===== src/rtl/instruction_queue_pkg.sv =====
// Shared types for the out-of-order core front end: decoded control words,
// RVFI trace words and the instruction-queue entry that bundles them.
package tomasula_types;

  localparam int IQ_DEPTH = 8;

  typedef struct packed {
    logic [31:0] pc;
    logic [7:0]  op;
    logic [4:0]  rd;
    logic        is_branch;
    logic        pred_taken;
    logic        is_jalr;
  } ctl_word;

  typedef struct packed {
    logic [31:0] order;
    logic [31:0] insn;
  } rvfi_word;

  typedef struct packed {
    ctl_word  cw;
    rvfi_word rvfi;
  } iq_entry_t;

endpackage


===== src/rtl/iq_2_ir_if.sv =====
// Handshake bundle from the IR (fetch/decode) stage into the instruction queue.
// The acknowledge travels back as a separate port on the queue.
interface IQ_2_IR;
  import tomasula_types::*;

  logic     ld_iq;
  ctl_word  control_word;
  rvfi_word rvfi;

  modport IQ_SIG (input ld_iq, control_word, rvfi);
  modport IR_SIG (output ld_iq, control_word, rvfi);
endinterface


===== src/rtl/iq_storage.sv =====
// Entry storage for the instruction queue: one synchronous write port and one
// asynchronous read port, so the head entry is visible in the cycle it is addressed.
module iq_storage
  import tomasula_types::*;
#(
  parameter int DEPTH = IQ_DEPTH,
  localparam int AW = $clog2(DEPTH)
) (
  input  logic          clk,
  input  logic          we,
  input  logic [AW-1:0] waddr,
  input  iq_entry_t     wdata,
  input  logic [AW-1:0] raddr,
  output iq_entry_t     rdata
);

  // Contents are never reset; validity is tracked by the pointers and count.
  iq_entry_t mem [DEPTH];

  always_ff @(posedge clk) begin
    if (we) begin
      mem[waddr] <= wdata;
    end
  end

  assign rdata = mem[raddr];

endmodule


===== src/rtl/instruction_queue.sv =====
// In-order circular buffer between decode and dispatch. Acks loads combinationally,
// presents the oldest entry, and empties on reset or a mispredict flush.
module instruction_queue
  import tomasula_types::*;
#(
  parameter int DEPTH = IQ_DEPTH,
  localparam int PTR_W = $clog2(DEPTH)
) (
  input  logic           clk,
  input  logic           rst,
  IQ_2_IR.IQ_SIG         iq_ir_itf,
  output logic           iq_ack,
  input  logic           flush_ip,
  input  logic           issue_ready,
  output logic           issue_valid,
  output ctl_word        issue_word,
  output rvfi_word       issue_rvfi,
  output logic           full,
  output logic           empty,
  output logic [PTR_W:0] count
);

  logic [PTR_W-1:0] head_ptr_reg, head_ptr_next;
  logic [PTR_W-1:0] tail_ptr_reg, tail_ptr_next;
  logic [PTR_W:0]   count_reg, count_next;
  logic             enq, deq;
  iq_entry_t        wr_entry, head_entry;

  assign full  = (count_reg == (PTR_W+1)'(DEPTH));
  assign empty = (count_reg == '0);
  assign count = count_reg;

  // Full blocks the ack even when a dequeue is happening, keeping ready off the ack path.
  assign iq_ack = iq_ir_itf.ld_iq & ~full & ~flush_ip & ~rst;
  assign enq    = iq_ir_itf.ld_iq & iq_ack;

  assign issue_valid = ~empty & ~flush_ip;
  assign deq         = issue_valid & issue_ready;

  assign wr_entry.cw   = iq_ir_itf.control_word;
  assign wr_entry.rvfi = iq_ir_itf.rvfi;

  assign issue_word = head_entry.cw;
  assign issue_rvfi = head_entry.rvfi;

  // Power-of-two depth lets the pointers wrap naturally on overflow.
  always_comb begin
    head_ptr_next = head_ptr_reg;
    tail_ptr_next = tail_ptr_reg;
    count_next    = count_reg;
    if (flush_ip) begin
      head_ptr_next = '0;
      tail_ptr_next = '0;
      count_next    = '0;
    end else begin
      if (enq) begin
        tail_ptr_next = tail_ptr_reg + 1'b1;
      end
      if (deq) begin
        head_ptr_next = head_ptr_reg + 1'b1;
      end
      count_next = count_reg + {{PTR_W{1'b0}}, enq} - {{PTR_W{1'b0}}, deq};
    end
  end

  always_ff @(posedge clk) begin
    if (rst) begin
      head_ptr_reg <= '0;
      tail_ptr_reg <= '0;
      count_reg    <= '0;
    end else begin
      head_ptr_reg <= head_ptr_next;
      tail_ptr_reg <= tail_ptr_next;
      count_reg    <= count_next;
    end
  end

  iq_storage #(.DEPTH(DEPTH)) u_storage (
    .clk   (clk),
    .we    (enq),
    .waddr (tail_ptr_reg),
    .wdata (wr_entry),
    .raddr (head_ptr_reg),
    .rdata (head_entry)
  );

endmodule

===== src/flat_wrapper.sv =====
// flat-port wrapper written by rule: the top's interface ports become plain ports
module instruction_queue_flat import tomasula_types::*;
#(
  parameter int DEPTH = IQ_DEPTH,
  localparam int PTR_W = $clog2(DEPTH)
)
  (clk, rst, iq_ack, flush_ip, issue_ready, issue_valid, issue_word, issue_rvfi, full, empty, count, iq_ir_itf_ld_iq, iq_ir_itf_control_word, iq_ir_itf_rvfi);
  IQ_2_IR iq_ir_itf_i ();
  input  logic clk;
  input  logic rst;
  output logic iq_ack;
  input  logic flush_ip;
  input  logic issue_ready;
  output logic issue_valid;
  output ctl_word issue_word;
  output rvfi_word issue_rvfi;
  output logic full;
  output logic empty;
  output logic [PTR_W:0] count;
  input wire logic [$bits(iq_ir_itf_i.ld_iq)-1:0] iq_ir_itf_ld_iq;
  input wire logic [$bits(iq_ir_itf_i.control_word)-1:0] iq_ir_itf_control_word;
  input wire logic [$bits(iq_ir_itf_i.rvfi)-1:0] iq_ir_itf_rvfi;
  assign iq_ir_itf_i.ld_iq = iq_ir_itf_ld_iq;
  assign iq_ir_itf_i.control_word = iq_ir_itf_control_word;
  assign iq_ir_itf_i.rvfi = iq_ir_itf_rvfi;
  instruction_queue #(.DEPTH(DEPTH)) u_core (.clk(clk), .rst(rst), .iq_ir_itf(iq_ir_itf_i), .iq_ack(iq_ack), .flush_ip(flush_ip), .issue_ready(issue_ready), .issue_valid(issue_valid), .issue_word(issue_word), .issue_rvfi(issue_rvfi), .full(full), .empty(empty), .count(count));
endmodule

===== config.mk =====
export PLATFORM = sky130hd
export DESIGN_NAME = instruction_queue_flat
export DESIGN_NICKNAME = d
export VERILOG_FILES = /design/src/rtl/instruction_queue_pkg.sv /design/src/rtl/iq_2_ir_if.sv /design/src/rtl/iq_storage.sv /design/src/rtl/instruction_queue.sv /design/src/flat_wrapper.sv
export SDC_FILE = /design/constraint.sdc
export NUM_CORES = 1
export LEC_CHECK = 0
export CAP_MARGIN = 20
export CELL_PAD_IN_SITES_DETAIL_PLACEMENT = 1
export CELL_PAD_IN_SITES_GLOBAL_PLACEMENT = 1
export CORE_ASPECT_RATIO = 0.6
export CORE_MARGIN = 8
export CORE_UTILIZATION = 44
export CTS_CLUSTER_SIZE = 25
export DETAILED_ROUTE_END_ITERATION = 16
export PLACE_DENSITY_LB_ADDON = 0.1
export SYNTH_ARGS = -nofsm -noshare
export SYNTH_HDL_FRONTEND = slang
export SYNTH_SLANG_ARGS = --single-unit

===== constraint.sdc =====
create_clock -name clk -period 10.4 [get_ports clk]
set_clock_uncertainty 0.15 [all_clocks]
set_input_delay 1.56 -clock clk [delete_from_list [all_inputs] [get_ports clk]]
set_output_delay 1.56 -clock clk [all_outputs]
set_load 0.02 [all_outputs]

## After elaboration in Yosys (flattened, before gate mapping)

Memory sizes are Yosys's and may differ from the RTL's. A register that Yosys moved wholly into a read port is not among the register bits.
Cells that the tools add are included.

| word-level totals | value |
|---|---|
| register bits after elaboration | 10 |
| RAM bits | 896 |
| input bits | 117 |
| output and inout bits | 120 |
| word-level logic and storage cells | 25 |
| memories | 1 |

Memory list:

| name | words | width | read ports | clocked after Yosys merged registers in | write ports | line | source |
|---|---|---|---|---|---|---|---|
| u_core.u_storage.mem | 8 | 112 | 1 | 1 | 1 | iq_storage.sv:18 | `iq_entry_t mem [DEPTH];` |

| cells by class | value |
|---|---|
| add/subtract/negate cells | 4 |
| equality and inequality tests | 1 |
| mux-type cells | 4 |
| bitwise operators | 10 |
| reduce and logical (&&, ||, !) cells | 2 |

Operators by type and width:

| kind | number |
|---|---|
| 3-bit by 1-bit adder with 3-bit output, second input constant | 2 |
| 1-bit AND | 6 |
| 3-bit 2-to-1 mux | 2 |
| 4-bit by 1-bit adder with 4-bit output | 1 |
| 4-bit equality test, second input constant | 1 |
| 4-bit logical NOT | 1 |
| 1-bit inverter | 4 |
| 4-bit by 1-bit subtractor with 4-bit output | 1 |
| 1-bit 2-to-1 mux | 2 |
| 2-bit OR reduction | 1 |

## Longest topological paths before layout

Gate-level depths: netlist of the first run.

| logic depth | value |
|---|---|
| depth after elaboration | 8 |
| gate-level depth with buffers | 11 |
| depth with buffers taken out | 11 |

## Hierarchy

From an unflattened synthesis of the first run, not the netlist that was laid out.

| second synthesis, totals | value |
|---|---|
| cell total of the unflattened synthesis | 1,374 |
| area total of the unflattened synthesis | 34,493.1 µm² |

Modules (own cells, without submodules):

| module | times used | cells an instance | area an instance (µm²) | sequential area each (µm²) |
|---|---|---|---|---|
| iq_storage | 1 | 1,307 | 33,912.5 | 26,905.8 |
| instruction_queue | 1 | 67 | 580.6 | 200.2 |

## Worst setup path before layout of the first run

Ideal clock, no wire load.

| timing | value |
|---|---|
| path kind | in2reg |
| start point | in flush_ip |
| end point | mem u_core.u_storage.mem[0][0] in the netlist's numbering (enable) |
| setup time | 0.721 ns |
| arrival | 10.009 ns |
| data required time | 9.529 ns |
| path slack | -0.480 ns |
| stages on the path | 4 |
| buffers on the path | 1 |
| cell sequence | or2_0 -> buf_2 -> or4_4 -> nor3_1 |

| on the way | value |
|---|---|
| word-level cells in the longest chain between the ends | 6 |

RTL lines:

| element | line | source |
|---|---|---|
| from (decl) | flat_wrapper.sv:12 | `input logic flush_ip;` |
| 1-bit inverter | instruction_queue.sv:34 | `assign iq_ack = iq_ir_itf.ld_iq & ~full & ~flush_ip & ~rst;` |
| 1-bit AND (2 in a row) | instruction_queue.sv:34 |  |
| 1-bit AND | instruction_queue.sv:35 | `assign enq = iq_ir_itf.ld_iq & iq_ack;` |
| 1-bit 2-to-1 mux | iq_storage.sv:21 | `if (we) begin` |
| 1-bit 2-to-1 mux (implied by the code) | iq_storage.sv:22 | `mem[waddr] <= wdata;` |
| to (decl) | iq_storage.sv:18 |  |

Every way passes these cells.

==> summary.txt, run 1 <==
Die
  • Die Footprint: 88000 sq um
  • Core Box Area: 77600 sq um
  • Die X-Extent: 378 microns
  • Row cnt: 79
  • Starting utilization of the core area: 44.5%
  • I/O pin count: 237
  • Die Span Y: 233 microns

Global route
  • Global Route met3 Usage: 4.27%
  • Maximum number of pins on one net before global-route repair: 109
  • Antenna violations before repair: 7
  • GRT Resource Usage Total: 17.4%
  • Busiest layer in global routing: met2
  • Met2 track demand over resource in global routing: 28.1%
  • First-pass GRT wire length: 113000 microns
  • Vias in the first global route: 16700
  • Met1 usage in global routing: 24.0%
  • Overall overflow remaining after global route: 0

Drt
  • Post-route antenna net violation count: 0
  • Detailed-routing iteration count for the pre-antenna-repair pass: 4
  • Via Count: 15100
  • Drt drc: 0
  • Post-Route WL: 76700 microns
  • Vias per Instance: 5.41
  • Wirelength per Cell: 27.5 microns
  • DRT iter0 DRCs: 977

Synthesis
  • Synthesized instance count: 1377
  • Yosys warns: 0
  • Number of distinct library cell variants in the gate-level netlist after synthesis: 34
  • Share of synthesized area occupied by flip-flops and latches: 78.6%
  • Post-synthesis sequential element count: 909
  • Cell taking the most area after synthesis: sky130_fd_sc_hd__edfxtp_1
  • Mapped Area: 34600 sq um
  • Number of enable-type register cells in the synthesized netlist: 896
  • Syn Nets: 1503
  • Dominant cells by area after synthesis: sky130_fd_sc_hd__edfxtp_1, sky130_fd_sc_hd__mux4_2, sky130_fd_sc_hd__mux2_4, sky130_fd_sc_hd__mux2_2, sky130_fd_sc_hd__dfxtp_1
  • Asr flop ratio synth: 0%
  • Avg Inst Size Synth: 25.1 sq um
  • Top flip-flop cell by instance count after synthesis: sky130_fd_sc_hd__edfxtp_1
  • Proportion of netlist area held by the largest area contributor: 77.9%

Critical path
  • Data required time of the critical path: 8.69 ns
  • CP Launch Type: flop
  • Cell seen most often among critical-path stages: sky130_fd_sc_hd__buf_4
  • CP Capture Type: output pin
  • Worst path arrival time: 4.53 ns
  • Worst path bufs/invs: 3
  • Setup CP Type: flop to output pin
  • Max FO, Critical Path: 46
  • Cell-by-cell listing of the critical path: buf_4 > buf_4 > mux4_2 > mux2_4 > clkdlybuf4s50_1
  • Cell with the biggest individual delay on the critical path: sky130_fd_sc_hd__buf_4
  • Stage delay of the slowest cell on the critical path: 0.90 ns
  • Dominant delay contributor by cell family on the critical path: buffers and inverters

CTS
  • Library cell used as clock root buffer: sky130_fd_sc_hd__clkbuf_16
  • Post-CTS setup repair buffer count: 0
  • Deepest level of the CTS H-tree: 3
  • Clock transition at the registers of the reported paths: 0.06 ns
  • Number of gates given a new drive strength after cts: 0
  • CTS tree: built
  • TritonCTS Sinks: 909
  • Maximum count of clock buffers along a single path: 3
  • Cts bufs inserted: 85
  • Post-CTS Hold Fix Bufs: 0
  • Clock insertion delay at the later pin of the skew report: 0.65 ns

Final layout
  • Final instance area: 40800 sq um
  • Max reg flops: 896
  • Commonest non-fill, non-tap cells in the layout: sky130_fd_sc_hd__edfxtp_1, sky130_fd_sc_hd__clkdlybuf4s50_1, sky130_fd_sc_hd__mux4_2
  • Multi-input gate area: 6970 sq um
  • Fill cell instance count of the final layout: 6628
  • Post-layout net count: 1790
  • Synth-to-layout area growth: 18.2%
  • Most common cell after layout, fill and taps aside: sky130_fd_sc_hd__edfxtp_1
  • Layout cell share with drive strength beyond 1: 28.6%
  • Area taken by flip-flops and latches: 27200 sq um

Timing
  • Top achievable clock speed: 160 MHz
  • Final Slew Violations: 0
  • Accumulated negative setup slack: 0 ns
  • Hold violation count in the final report: 0
  • Period utilisation layout: 60.0%
  • Setup repair after global routing missed its margin: no
  • Final setup violation count: 0
  • Worst slew margin relative to its limit: 28.7%
  • Worst-margin pin slew: 1.07 ns
  • Time the worst path needs with I/O delays and setup: 6.24 ns

Power
  • Leakage power: 0.0124 uW
  • Power density over cell area: 180 nW/um^2
  • Largest vdd supply drop: 0.000136 V

Placed design
  • Instance area after placement: 38100 sq um
  • Final Wtd Congestion: 0.720
  • Count of input and output buffers: 236
  • Placed wire-length estimate after detailed placement: 42000 microns

Worst hold path
  • Hold Path Class: flop to flop

Outcome
  • Result of the run: finished clean

Job
  • Number of violations of the max-capacitance limit: 0
[path summary, 6_finish.rpt]
check,from,to,slack (ns),depth (start not counted)
worst max-delay path,flop,issue_rvfi[5],4.16,5
worst min-delay path,u_core.head_ptr_reg[1]$_SDFFE_PP0P_,flop,0.33,2
worst max register to register,u_core.count[2]$_SDFF_PP0_,u_core.u_storage.mem[4][85]$_DFFE_PP_,6.73,7
worst min register to register,u_core.head_ptr_reg[1]$_SDFFE_PP0P_,flop,0.33,2
[where the power goes]
part	internal [uW]	leakage [uW]	switching, uW	total [uW]
combinational	106	0.00293	122	228
clock	1730	0.00132	1330	3060
sequential	4040	0.00818	6.68	4050
[layer usage]
layer	part of all wire, %	vias to the layer above
li1	-	6466
met1	45	8200
met2	48	314
met3	5.0	107
met4	1.9	10
met5	0.085	-
[worst register-to-register path: stages, from the launching register on]
cell and delay, ns:
sky130_fd_sc_hd__dfxtp_1 0.32, sky130_fd_sc_hd__inv_1 0.08, sky130_fd_sc_hd__ha_1 0.20, sky130_fd_sc_hd__or3b_2 0.22, sky130_fd_sc_hd__inv_1 0.12, sky130_fd_sc_hd__or4_4 0.53
sky130_fd_sc_hd__nor2_4 0.81, sky130_fd_sc_hd__buf_4 0.80
[logic make-up after synthesis]
family          share of synthesized area (%)
mux                                      18.9
flops                                    78.6
simple gates                            0.511
xor+xnor                               0.0254
compound gates                          0.214
fa+ha+maj                               0.348
buf+inv                                  1.40
[stage by stage]
stage          hold WS [ns]  power [uW]  utilization, %  instances  setup WS, ns
3_3_place_gp          0.310        4350            49.1       2628          4.64
4_1_cts               0.342        7440            52.6       2784          3.87
3_5_place_dp          0.333        4360            49.1       2628          4.62
5_1_grt               0.356        7570            52.6       2787          3.75
6_report              0.333        7340            52.6       2788          4.16
2_1_floorplan         0.304        4210               -       1377          2.55
[synthesized netlist by cell type, drive strengths merged (2+ instances only)]
master  instances
edfxtp        896
nand2           6
or3             3
o21ai           3
nand2b          3
a21oi           5
mux2i           2
clkbuf         16
buf            47
inv            10
mux2          112
mux4          224
ha              8
dfxtp          13
nor2           12
nor3            4
[cell type report]
| cell class | count | area share [%] |
|---|---|---|
| flip-flops and latches | 909 | 66.5 |
| repair buffers | 263 | 6.45 |
| multi-input cells | 395 | 17.1 |
| well taps | 1053 | 3.23 |
| clock inverters | 53 | 1.14 |
| inverters | 10 | 0.0919 |
| diodes | 2 | 0.0123 |
| clock buffers | 103 | 5.48 |
Power figures use the tool's default switching activity.
==> run 2, diff against run 1 <==
==> constraint.sdc (replaced) <==
create_clock -name clk -period 6.2 [get_ports clk]
set_clock_uncertainty 0.15 [all_clocks]
set_input_delay 0.93 -clock clk [delete_from_list [all_inputs] [get_ports clk]]
set_output_delay 0.93 -clock clk [all_outputs]
set_load 0.02 [all_outputs]
==> run 2 against run 1 <==
Compared with the run above: non-clock buffer count up 8; first-iteration DRC count grew 1.1%; final cell count barely moved; wire length is 4.4% lower; combinational power rose by 64%; final area up 0.29%; clock power up 63%; sequential share of layout area fell by 0.19 points; via count is 1.4% lower; power increased by 66%; critical path depth unchanged.
==> summary.txt, run 2 (synthesis gave the netlist of run 1 again) <==
Drt
  • Post-route antenna net violation count: 0
  • DRT iter0 DRCs: 988
  • Post-Route WL: 73300 microns
  • Drt drc: 0
  • Vias per Instance: 5.34
  • Via Count: 14900
  • Wirelength per Cell: 26.3 microns
  • Detailed-routing iteration count for the pre-antenna-repair pass: 5

Die
  • Core Box Area: 77600 sq um
  • Die Span Y: 233 microns
  • Starting utilization of the core area: 44.5%
  • Die X-Extent: 378 microns
  • Die Footprint: 88000 sq um
  • I/O pin count: 237
  • Row cnt: 79

Critical path
  • Critical R2R Launch: u_core.count[2]$_SDFF_PP0_
  • CP Capture Type: output pin
  • Flop2flop setup slack: 3.16 ns
  • Stage delay of the slowest cell on the critical path: 0.65 ns
  • Worst path arrival time: 3.41 ns
  • CP Launch Type: flop
  • Endpoint of the most critical register-to-register path: u_core.u_storage.mem[7][48]$_DFFE_PP_
  • Cell with the biggest individual delay on the critical path: sky130_fd_sc_hd__dfxtp_4
  • Data required time of the critical path: 5.12 ns
  • Reg2reg path depth: 6
  • Max FO, Critical Path: 37
  • Cell-by-cell listing of the critical path: buf_16 > buf_12 > mux4_2 > mux2_4 > clkdlybuf4s50_1
  • Setup CP Type: flop to output pin

Job
  • Number of violations of the max-capacitance limit: 0

Power
  • Leakage power: 0.0125 uW
  • Power density over cell area: 297 nW/um^2
  • Largest vdd supply drop: 0.000185 V

Timing
  • Worst-margin pin slew: 0.990 ns
  • Top achievable clock speed: 223 MHz
  • Hold violation count in the final report: 0
  • Time the worst path needs with I/O delays and setup: 4.49 ns
  • Final setup violation count: 0
  • Accumulated negative setup slack: 0 ns
  • Period utilisation layout: 72.4%
  • Final Slew Violations: 0
  • Final setup slack of the worst path: 1.71 ns
  • Worst slew margin relative to its limit: 34.0%
  • Setup repair after global routing missed its margin: no

Global route
  • GRT Resource Usage Total: 16.6%
  • First-pass GRT wire length: 109000 microns
  • Overall overflow remaining after global route: 0
  • Maximum number of pins on one net before global-route repair: 117
  • Vias in the first global route: 16500
  • Antenna violations before repair: 4

CTS
  • Post-CTS Hold Fix Bufs: 0
  • Library cell used as clock root buffer: sky130_fd_sc_hd__clkbuf_16
  • CTS tree: built
  • Clock transition at the registers of the reported paths: 0.06 ns
  • Maximum count of clock buffers along a single path: 3
  • Cts bufs inserted: 84
  • Clock insertion delay at the later pin of the skew report: 0.62 ns
  • Deepest level of the CTS H-tree: 3
  • Post-CTS setup repair buffer count: 0
  • Number of gates given a new drive strength after cts: 0
  • TritonCTS Sinks: 909

Worst hold path
  • Worst hold path cell count: 2
  • Hold Path Class: flop to flop
  • Hold_sp: u_core.head_ptr_reg[1]$_SDFFE_PP0P_

Final layout
  • Post-layout net count: 1797
  • Most common cell after layout, fill and taps aside: sky130_fd_sc_hd__edfxtp_1
  • Fill cell instance count of the final layout: 6586
  • Commonest non-fill, non-tap cells in the layout: sky130_fd_sc_hd__edfxtp_1, sky130_fd_sc_hd__clkdlybuf4s50_1, sky130_fd_sc_hd__mux4_2
  • Post-layout utilization of the core: 52.8%
  • Final instance count without filler cells: 2789
  • Max reg flops: 896
  • Layout cell share with drive strength beyond 1: 29.2%
  • Synth-to-layout area growth: 18.6%

Placed design
  • Count of input and output buffers: 236
  • Placed cell count: 2638
  • Final Wtd Congestion: 0.713
  • Placed wire-length estimate after detailed placement: 40200 microns
  • Worst setup slack before clock tree synthesis: 2.02 ns

Outcome
  • Result of the run: finished clean
[run 2: layout make-up]
| class | count | area, sq um | share of cell area [%] |
|---|---|---|---|
| clock inverter | 44 | 378 | 0.923 |
| antenna | 2 | 5.00 | 0.0122 |
| multi-input combinational | 395 | 6970 | 17.0 |
| clock buffer | 105 | 2230 | 5.45 |
| sequential | 909 | 27200 | 66.4 |
| tap | 1053 | 1320 | 3.22 |
| timing repair buffer | 271 | 2850 | 6.95 |
| inverter | 10 | 37.5 | 0.0916 |
[run 2: power by group]
| group | total [uW] | internal (uW) | switching, uW | leakage, uW |
|---|---|---|---|---|
| sequential | 6800 | 6780 | 11.2 | 0.00818 |
| clock | 4980 | 2770 | 2210 | 0.00128 |
| combinational | 373 | 177 | 195 | 0.00301 |
[run 2: metrics by stage]
stage               instance area, sq um  power, uW  hold WS, ns
floorplan                          34600       7060        0.304
global placement                   38300       7290        0.327
detailed placement                 38300       7310        0.329
CTS                                41000      12300        0.340
global route                       41000      12500        0.391
finish                             41000      12200        0.336
[run 2: how the worst max path moves through the flow]
stage | startpoint | end | cells after the start
4_1_cts | flop | issue_rvfi[31] | 5
6_report | flop | issue_rvfi[31] | 5
3_3_place_gp | flop | issue_word[23] | 4
3_5_place_dp | flush_ip | u_core.u_storage.mem[7][43]$_DFFE_PP_ | 5
5_1_grt | flop | issue_rvfi[31] | 5
2_1_floorplan | flush_ip | u_core.u_storage.mem[2][0]$_DFFE_PP_ | 4
[run 2: layer usage]
metal | GRT usage, % | vias up | share of wire, %
met5 | 0 | - | 0.042
met2 | 28.3 | 264 | 51
li1 | - | 6493 | -
met1 | 22.0 | 8042 | 43
met4 | 3.75 | 6 | 1.6
met3 | 3.56 | 83 | 4.5
[run 2: critical path: cells and delay by family (launching register included)]
family / cells / cell delay [ns]
multiplexers: 2 / 0.88
buffers and inverters: 3 / 1.20
flip-flops: 1 / 0.65
